[src/rtl/mult_result_reader.sv]
// Reads result lines through an Avalon-MM slave (line-select write, then WORDS pipelined slice reads)
// and presents each assembled line on a valid/ready stream; slave stalls and stream backpressure hold state.
module mult_result_reader #(
   parameter int LINE_AW       = 8,
   parameter int WORDS         = 8,
   parameter int LINE_SEL_ADDR = 16,
   parameter int READ_LATENCY  = 1
) (
   input  logic                  avalon_clock,
   input  logic                  reset,
   input  logic                  start,
   input  logic [LINE_AW-1:0]    first_line,
   input  logic [LINE_AW:0]      num_lines,
   output logic                  busy,
   output logic                  done,
   output logic                  m_read,
   output logic                  m_write,
   output logic [4:0]            m_address,
   output logic [31:0]           m_writedata,
   input  logic [31:0]           m_readdata,
   input  logic                  m_waitrequest,
   output logic                  line_valid,
   input  logic                  line_ready,
   output logic [32*WORDS-1:0]   line_data,
   output logic [LINE_AW-1:0]    line_index
);

   localparam int SW = (WORDS > 1) ? $clog2(WORDS) : 1;
   localparam int CW = $clog2(WORDS + 1);

   typedef enum logic [2:0] {IDLE, SEL, RD, DRAIN, OUT, FIN} state_t;

   state_t                             state_q, state_d;
   logic [LINE_AW-1:0]                 line_q, line_d;
   logic [LINE_AW:0]                   remain_q, remain_d;
   logic [SW-1:0]                      slice_q, slice_d;
   logic [CW-1:0]                      cap_cnt_q;
   logic [READ_LATENCY-1:0]            pend_vld_q;
   logic [READ_LATENCY-1:0][SW-1:0]    pend_idx_q;
   logic [32*WORDS-1:0]                line_data_q;
   logic                               rd_accept;

   assign rd_accept  = (state_q == RD) && !m_waitrequest;
   assign line_data  = line_data_q;
   assign line_index = line_q;

   always_ff @(posedge avalon_clock) begin
      if (reset) begin
         state_q  <= IDLE;
         line_q   <= '0;
         remain_q <= '0;
         slice_q  <= '0;
      end else begin
         state_q  <= state_d;
         line_q   <= line_d;
         remain_q <= remain_d;
         slice_q  <= slice_d;
      end
   end

   // Each accepted read carries its slice number down a READ_LATENCY-deep pipe; reset flushes it
   // so data still in flight at the slave is never captured.
   always_ff @(posedge avalon_clock) begin
      if (reset) begin
         pend_vld_q  <= '0;
         pend_idx_q  <= '0;
         cap_cnt_q   <= '0;
         line_data_q <= '0;
      end else begin
         pend_vld_q[0] <= rd_accept;
         pend_idx_q[0] <= slice_q;
         for (int i = 1; i < READ_LATENCY; i++) begin
            pend_vld_q[i] <= pend_vld_q[i-1];
            pend_idx_q[i] <= pend_idx_q[i-1];
         end
         if (state_q == SEL) begin
            cap_cnt_q <= '0;
         end else if (pend_vld_q[READ_LATENCY-1]) begin
            cap_cnt_q <= cap_cnt_q + CW'(1);
            line_data_q[32*pend_idx_q[READ_LATENCY-1] +: 32] <= m_readdata;
         end
      end
   end

   always_comb begin
      state_d     = state_q;
      line_d      = line_q;
      remain_d    = remain_q;
      slice_d     = slice_q;
      busy        = (state_q != IDLE);
      done        = 1'b0;
      m_read      = 1'b0;
      m_write     = 1'b0;
      m_address   = '0;
      m_writedata = '0;
      line_valid  = 1'b0;
      case (state_q)
         IDLE: begin
            if (start) begin
               if (num_lines == '0) begin
                  state_d = FIN;
               end else begin
                  line_d   = first_line;
                  remain_d = num_lines;
                  state_d  = SEL;
               end
            end
         end
         SEL: begin
            m_write     = 1'b1;
            m_address   = 5'(LINE_SEL_ADDR);
            m_writedata = 32'(line_q);
            slice_d     = '0;
            if (!m_waitrequest) state_d = RD;
         end
         RD: begin
            m_read    = 1'b1;
            m_address = 5'(slice_q);
            if (!m_waitrequest) begin
               if (slice_q == SW'(WORDS - 1)) state_d = DRAIN;
               else                           slice_d = slice_q + SW'(1);
            end
         end
         DRAIN: begin
            if (cap_cnt_q == CW'(WORDS)) state_d = OUT;
         end
         OUT: begin
            line_valid = 1'b1;
            if (line_ready) begin
               remain_d = remain_q - (LINE_AW+1)'(1);
               if (remain_q == (LINE_AW+1)'(1)) begin
                  state_d = FIN;
               end else begin
                  line_d  = line_q + LINE_AW'(1);
                  state_d = SEL;
               end
            end
         end
         FIN: begin
            done    = 1'b1;
            state_d = IDLE;
         end
         default: state_d = IDLE;
      endcase
   end

endmodule

[config.mk]
export PLATFORM = sky130hd
export DESIGN_NAME = mult_result_reader
export DESIGN_NICKNAME = d
export VERILOG_FILES = /design/src/rtl/mult_result_reader.sv
export SDC_FILE = /design/constraint.sdc
export NUM_CORES = 1
export LEC_CHECK = 0
export CORE_MARGIN = 1
export CORE_UTILIZATION = 50
export CTS_BUF_LIST = sky130_fd_sc_hd__clkbuf_16
export CTS_CLUSTER_DIAMETER = 40
export DETAILED_ROUTE_END_ITERATION = 8
export PLACE_DENSITY = 0.87
export SLEW_MARGIN = 20
export SYNTH_ARGS = -nofsm -noshare
export SYNTH_HDL_FRONTEND = slang
export SYNTH_SLANG_ARGS = --single-unit
[constraint.sdc]
create_clock -name avalon_clock -period 3.93 [get_ports avalon_clock]
set_input_delay 0.393 -clock avalon_clock [delete_from_list [all_inputs] [get_ports avalon_clock]]
set_output_delay 0.393 -clock avalon_clock [all_outputs]
set_load 0.02 [all_outputs]
# == After elaboration in Yosys (flattened, before gate mapping) ==
# Index checks and enable logic that the tools add are counted.
# op_classes
eq_ne,17
n_bitwise,1
muxes,28
add_sub_neg,5
shifts,2
reduce_logical,13
# op_table
operator,n
256-bit bitwise mux,1
"32-bit by 34-bit variable shift with 256-bit output, first input constant",1
32-bit by 34-bit variable part select with 256-bit output,1
8-bit 2-to-1 mux,5
8-bit negation with 34-bit output,1
3-bit 2-to-1 mux,10
9-bit 2-to-1 mux,3
9-bit case mux with 2 select lines,1
"2-bit != test, second input constant",8
8-bit case mux with 2 select lines,1
3-bit case mux with 5 select lines,1
5-bit case mux with 2 select lines,1
"3-bit == test, second input constant",3
"9-bit by 1-bit == test with 1-bit output, second input constant",1
9-bit logical NOT,1
"9-bit by 1-bit subtractor with 9-bit output, second input constant",1
"8-bit by 1-bit adder with 8-bit output, second input constant",1
"3-bit by 2-bit == test with 1-bit output, second input constant",2
3-bit case mux with 2 select lines,1
6-bit AND reduction,1
5-bit AND reduction,1
"4-bit by 1-bit adder with 4-bit output, second input constant",1
"4-bit == test, second input constant",1
1-bit 2-to-1 mux,4
13 further kinds,14
# word_totals
ff_bits,287
in_bits,54
wordCells,74

# == Longest topological paths before layout ==
# Gate-level depths: netlist (run 1).
# logic_depth
word_depth,4
ltp_mapped,12

# == Worst setup path before layout (run 1) ==
# Ideal clock, no wire load.
# synth_path
kind,reg-to-reg
from,reg pend_idx_q[0] in the netlist's numbering
to,reg line_data_q[39] (netlist: line_data[39])
setup_slack_ns,1.469
path_stages_with_launch,11
n_path_buf,4
arrival_time_ns,2.390
setup_ns,0.070
period_less_slack_ns,2.461
cell_sequence,dfxtp_1 -> buf_2 -> inv_1 -> ha_1 -> ha_1 -> buf_2 -> buf_2 -> nor3b_1 -> clkbuf_1 -> nand3_1 -> a21oi_1
# synth_via
elab_chain_len,3
word_cells_on_any_way,4
# synth_lines
item,line_no,source
from (decl),39,logic [READ_LATENCY-1:0][SW-1:0] pend_idx_q;
"from (signal, indexed assignment)",74,pend_idx_q[i] <= pend_idx_q[i-1];
8-bit negation with 34-bit output *,80,line_data_q[32*pend_idx_q[READ_LATENCY-1] +: 32] <= m_readdata;
32-bit by 34-bit variable part select with 256-bit output / 32-bit by 34-bit variable shift with 256-bit output (equally long branches),80,
256-bit bitwise mux *,80,
"to (signal, indexed assignment)",80,
to (decl),40,logic [32*WORDS-1:0] line_data_q;
# Every way passes the cells marked *; elsewhere a longest branch is shown, timed or not.
# A chain may end at the register's enable or synchronous reset.

# == Worst setup path after layout (run 1) ==
# Same ends and word-level chain as after synthesis.

==> run_results.csv, run 1 <==
group,metric,value,unit
setup_path,cpPeakStageDelay,0.86,ns
global_routing,grt.total_usage,33.7,%
floorplanning,ioPinCount,360,
sta,layout_setup_ws,0.475,ns
global_routing,overflow,0,
setup_path,endpoint_kind,"flip-flop",
synthesis,yosysMostFrequentCell,"nand2_1",
place,port_buffers,334,
route,dr.pass1.iters,7,
setup_path,crit_path_start,"pend_idx_q[0]",
route,vias_per_cell,5.86,
synthesis,synthCells,1474,
finish,drive_above_1_share,6.46,%
global_routing,grt_max_degree,142,
sta,fmax,0.289,GHz
synthesis,syn_area,0.0115,mm²
synthesis,async_reset_ff_share,0,%
clock_tree,cts_buffer_depth,3,
sta,fin_setup_tns,0,ns
sta,fin_crit,3.46,ns
finish,syn2layout_area_growth,39.0,%
synthesis,synth.area.top_cells,"dfxtp_1 (50%), a21oi_1 (12%), nand2_1 (10%)",
global_routing,antenna_found_initial,0,
synthesis,ys_warn_count,0,
place,place_worst_setup_slack,0.648,ns
floorplanning,die_w,154,µm
floorplanning,die_y,154,µm
min_path,hp-class,"input port to flip-flop",
synthesis,synth_edf_count,0,
sta,final_max_slew_viol_count,0,
global_routing,grt_pass1_wl,62100,µm
outcome,status,"completed",
clock_tree,cts.sinks,287,
synthesis,seq_area_frac_synth,49.7,%
route,ant_nets,0,
setup_path,worst_ep_required_time,4.37,ns
synthesis,ys.flop_type,"dfxtp_1",
power,cellPowerDensity,443,mW/mm²
synthesis,ys_types,59,
clock_tree,cts_buffers,39,
setup_path,cp.depth,7,
sta,hold_viol,0,
setup_path,reg2reg_setup_slack,0.47,ns
job,cap_viol_max_count,0,
place,placed_cell_area,0.0147,mm²
clock_tree,ctsHoldBuffers,0,
synthesis,yosysTopAreaCellShare,49.7,%
synthesis,synth_top_cell_by_area,"dfxtp_1",
sta,period_share,87.9,%
power,max-vdd-ir-drop,0.359,mV
global_routing,grt_pass1_vias,10819,
sta,setup_viol,0,
sta,grt_setup_unrepaired,"no",
finish,fin_nets,1782,
setup_path,r2r_end,"line_data[39]",
setup_path,critPathSlowestCell,"and2_1",
synthesis,synth.avg_cell_area,7.84,µm²
finish,utilization,70.9,%
clock_tree,cts_tree,"yes",
setup_path,crit_end,"line_data[39]",
setup_path,crit_type,"flip-flop to flip-flop",
clock_tree,root_buffer,"clkbuf_16",
floorplanning,rows,55,
setup_path,critPathTopFamily,"simple AND/OR/NAND/NOR gates",
finish,diodes,0,
clock_tree,h-tree-depth,2,
clock_tree,insertion_delay,0.53,ns
setup_path,timing.rr.start,"pend_idx_q[0]",
clock_tree,path_clk_slew,0.06,ns
setup_path,cp_num_buf_inv,1,
route,first_iter_violations,1368,
place,hpwl,27300,µm
floorplanning,coreArea,0.0226,mm²
route,drc,0,
sta,fin_worst_skew,0.0278,ns
setup_path,reg2regPathDepth,7,
setup_path,cp_cell_sequence,"inv_1 -> ha_1 -> ha_1 -> and3_1 -> and2_1 -> nand3_1 -> a21oi_1",
finish,final_area,0.0161,mm²
floorplanning,start_util,51.0,%
power,p_leak,5.31,nW
setup_path,crit_top_cell,"ha_1",
setup_path,worstPathMaxFanout,25,
route,finalWirelength,41300,µm
setup_path,arrival,3.90,ns
synthesis,synth_common_cells,"nand2_1 (315), dfxtp_1 (287), a21oi_1 (277)",
route,wire_per_inst,20.3,µm
floorplanning,fp.dieArea,0.0237,mm²
route,vias,11918,
sta,max_slew_margin,27.8,%
clock_tree,cts_resized,0,
setup_path,start_kind,"flip-flop",
clock_tree,cts_setup_buffers,0,
sta,tightest_slew,1.08,ns
place,place_congestion,0.909,
synthesis,ys_ff_latch,287,
[state kept, by name, summed over array words and instances (netlist names)]
| register | flops |
|---|---|
| pend_idx_q | 3 |
| state_q | 3 |
| line_data | 256 |
| slice_q | 3 |
| line_index | 8 |
| pend_vld_q | 1 |
| remain_q | 9 |
| cap_cnt_q | 4 |
[cell families (layout without fill, tap and decap cells)]
| family | Yosys count | after routing | share of synthesized area, % |
|---|---|---|---|
| AO/OA/AOI/OAI | 320 | 320 | 14.6 |
| XOR/XNOR | 4 | 4 | 0.303 |
| adder cells (fa/ha/maj) | 10 | 10 | 1.08 |
| buffers and inverters | 196 | 447 | 7.96 |
| flip-flops | 287 | 287 | 49.7 |
| multiplexers | 3 | 3 | 0.260 |
| other | 1 | 25 | 0.0325 |
| AND/OR/NAND/NOR | 653 | 653 | 26.0 |
[per-stage QoR]
stage                     hold WS (ns)  cells  total power, mW
after floorplan                  0.462   1498             3.43
after global placement           0.437   1962             3.64
after detailed placement         0.444   1962             3.65
after CTS                        0.426   2034             7.12
after global routing             0.459   2034             7.32
final                            0.412   2034             7.11
[how the worst min path moves through the flow]
stage | start | end | slack, ns | cells after the start
after global routing | line_data[121] | line_data[121] | 0.46 | 2
after detailed placement | line_data[178] | line_data[178] | 0.44 | 2
after floorplan | remain_q[8] | remain_q[8] | 0.46 | 2
after global placement | line_data[37] | line_data[37] | 0.44 | 2
after CTS | reset | slice_q[2] | 0.43 | 2
final | reset | remain_q[2] | 0.41 | 2
[power by group]
| part | total [mW] | switching (mW) | internal (mW) |
|---|---|---|---|
| combinational | 0.595 | 0.383 | 0.212 |
| clock | 3.51 | 1.36 | 2.15 |
| sequential | 3.00 | 0.0515 | 2.95 |
| total | 7.11 | 1.80 | 5.31 |
[routing by layer]
metal / vias up / routed length [µm] / track usage, % / part of all wire, %
li1: 5437 / - / - / -
met1: 5572 / 15400 / 41.5 / 37
met2: 757 / 18800 / 53.1 / 46
met3: 152 / 4710 / 9.53 / 11
met4: 0 / 2310 / 18.7 / 5.6
met5: - / 0 / 0 / 0
[area by class of cell]
class                   count  area [µm²]
clock buffers              40        1000
clock inverters            32         318
fillers                  1701        6590
inverters                  15        58.8
multi-input cells        1015        5010
flip-flops and latches    287        5750
well taps                 285         357
repair buffers            360        3560
[placed cells by master, fill, tap and decap left out, types with 10 or more instances in the layout]
cell	Yosys	final
conb_1	1	25
ha_1	10	10
nor2_1	22	21
o21ai_0	16	16
inv_1	13	14
clkdlybuf4s50_1	0	333
clkbuf_16	0	40
a21oi_1	277	277
dfxtp_1	287	287
nor3_1	15	14
nand2_1	315	313
and2_1	15	14
buf_4	25	25
nand3_1	233	233
Note: power is estimated with default switching activity, not from simulation.
==> run 2, diff against run 1 <==
--- a/config.mk
+++ b/config.mk
@@ -6,12 +6,12 @@
 export NUM_CORES = 1
 export LEC_CHECK = 0
 export CORE_MARGIN = 1
-export CORE_UTILIZATION = 50
+export CORE_UTILIZATION = 47
 export CTS_BUF_LIST = sky130_fd_sc_hd__clkbuf_16
 export CTS_CLUSTER_DIAMETER = 40
 export DETAILED_ROUTE_END_ITERATION = 8
-export PLACE_DENSITY = 0.87
-export SLEW_MARGIN = 20
+export PLACE_DENSITY = 0.83
+export SLEW_MARGIN = 10
 export SYNTH_ARGS = -nofsm -noshare
 export SYNTH_HDL_FRONTEND = slang
 export SYNTH_SLANG_ARGS = --single-unit
==> constraint.sdc (replaced) <==
create_clock -name avalon_clock -period 3.7 [get_ports avalon_clock]
set_input_delay 0.37 -clock avalon_clock [delete_from_list [all_inputs] [get_ports avalon_clock]]
set_output_delay 0.37 -clock avalon_clock [all_outputs]
set_load 0.02 [all_outputs]
==> run_results.csv, run 2 (same netlist as run 1, synthesis figures left out) <==
group,metric,value,unit
outcome,status,"completed",
finish,largest_reg_flops,256,
global_routing,grt_pass1_wl,62800,µm
sta,tightest_slew,1.12,ns
route,finalWirelength,41200,µm
place,placed_cell_area,0.0149,mm²
place,dp_cells,2008,
sta,fmax,0.319,GHz
setup_path,start_kind,"flip-flop",
job,cap_viol_max_count,0,
finish,drive_above_1_share,6.00,%
clock_tree,path_clk_slew,0.06,ns
clock_tree,h-tree-depth,2,
sta,period_share,84.6,%
sta,setup_viol,0,
sta,max_slew_margin,25.1,%
sta,grt_setup_unrepaired,"no",
floorplanning,die_w,159,µm
min_path,hp-class,"input port to flip-flop",
place,hpwl,27200,µm
global_routing,antenna_found_initial,0,
min_path,min_from,"reset",
route,dr.pass1.iters,5,
setup_path,worst_ep_required_time,4.06,ns
power,p_leak,5.28,nW
sta,fin_worst_skew,0.0240,ns
route,first_iter_violations,1257,
finish,final_area,0.0160,mm²
setup_path,timing.rr.start,"state_q[2]",
floorplanning,start_util,47.8,%
setup_path,reg2reg_setup_slack,0.57,ns
sta,fin_crit,3.13,ns
sta,fin_setup_tns,0,ns
setup_path,endpoint_kind,"flip-flop",
power,cellPowerDensity,447,mW/mm²
place,place_worst_setup_slack,0.594,ns
finish,fillers,1931,
clock_tree,cts_buffers,36,
floorplanning,rows,57,
floorplanning,die_y,159,µm
clock_tree,insertion_delay,0.52,ns
setup_path,r2r_end,"line_data[202]",
finish,fin_nets,1786,
power,max-vdd-ir-drop,0.323,mV
clock_tree,cts.sinks,287,
route,vias_per_cell,5.71,
global_routing,grt.total_usage,31.6,%
clock_tree,root_buffer,"clkbuf_16",
min_path,hold_depth,2,
clock_tree,ctsHoldBuffers,0,
finish,diodes,0,
route,ant_nets,0,
finish,layout_commonest_cell,"clkdlybuf4s50_1",
setup_path,critPathSlowestCell,"or3_1",
sta,layout_setup_ws,0.569,ns
floorplanning,fp.dieArea,0.0252,mm²
clock_tree,cts_setup_buffers,0,
clock_tree,cts_buffer_depth,3,
floorplanning,ioPinCount,360,
global_routing,grt_max_degree,141,
setup_path,crit_type,"flip-flop to flip-flop",
sta,hold_viol,0,
sta,final_max_slew_viol_count,0,
setup_path,cpPeakStageDelay,0.83,ns
finish,syn2layout_area_growth,38.3,%
place,port_buffers,334,
floorplanning,coreArea,0.0242,mm²
sta,whs,0.322,ns
setup_path,worstPathMaxFanout,32,
global_routing,grt_pass1_vias,10941,
setup_path,arrival,3.49,ns
place,place_congestion,0.838,
clock_tree,cts_tree,"yes",
route,wire_per_inst,19.9,µm
route,vias,11833,
setup_path,reg2regPathDepth,6,
route,drc,0,
min_path,hold_end,"slice_q[1]",
setup_path,cp_cell_sequence,"or3b_1 -> inv_4 -> or4b_4 -> or3_1 -> nand2_1 -> a21oi_1",
global_routing,overflow,0,
finish,final-instance-count-excl-fill,2073,
finish,final_cell_mix,"clkdlybuf4s50_1 (333), nand2_1 (315), dfxtp_1 (287)",
clock_tree,cts_resized,0,
-- run 2: cell types whose count changed in the layout (fill, tap and decap cells not counted), moves of 3 or more --
cell,before,now
inv_1,14,18
clkinv_2,3,6
clkinv_4,6,1
clkbuf_16,40,37
buf_4,25,30
clkinvlp_4,7,4
-- run 2: where the power goes --
part	leakage (nW)	internal [mW]	total (mW)	switching, mW
clock	0.564	1.96	3.31	1.35
combinational	2.41	0.226	0.641	0.415
sequential	2.31	3.13	3.19	0.0572
-- run 2: cell type report --
| cell class | instances | area (µm²) | share of cell area, % |
|---|---|---|---|
| tap | 324 | 405 | 2.54 |
| clock inverter | 28 | 200 | 1.25 |
| sequential | 287 | 5750 | 36.0 |
| multi-input combinational | 1015 | 5010 | 31.3 |
| timing repair buffer | 367 | 3630 | 22.7 |
| clock buffer | 37 | 926 | 5.79 |
| inverter | 15 | 58.8 | 0.368 |
-- run 2: through the flow --
step	power [mW]	util, %
2_1_floorplan	3.65	-
3_3_place_gp	3.87	61.4
3_5_place_dp	3.89	61.4
4_1_cts	7.15	66.1
5_1_grt	7.35	66.1
6_report	7.14	66.1
-- run 2: per-layer routing --
metal	routed length [µm]	share of wire, %	track usage, %
met4	2000	4.8	15.7
met2	18700	45	50.4
met5	0	0	0
met3	4740	11	8.39
met1	15800	38	39.5
-- run 2: worst max-delay path by stage --
stage	from	end	depth (start not counted)	slack, ns
6_report	state_q[2]	line_data[202]	6	0.57
5_1_grt	state_q[2]	line_data[218]	6	0.39
3_3_place_gp	state_q[2]	line_data[216]	6	0.68
4_1_cts	state_q[2]	line_data[210]	6	0.60
3_5_place_dp	state_q[2]	line_data[201]	6	0.59
2_1_floorplan	pend_idx_q[0]	line_data[39]	10	1.24
-- run 2: worst max-delay path, delay by kind of cell (launching register included) --
kind	cells	cell delay, ns
compound gates	1	0.08
buf+inv	1	0.17
flops	1	0.59
simple gates	4	2.13
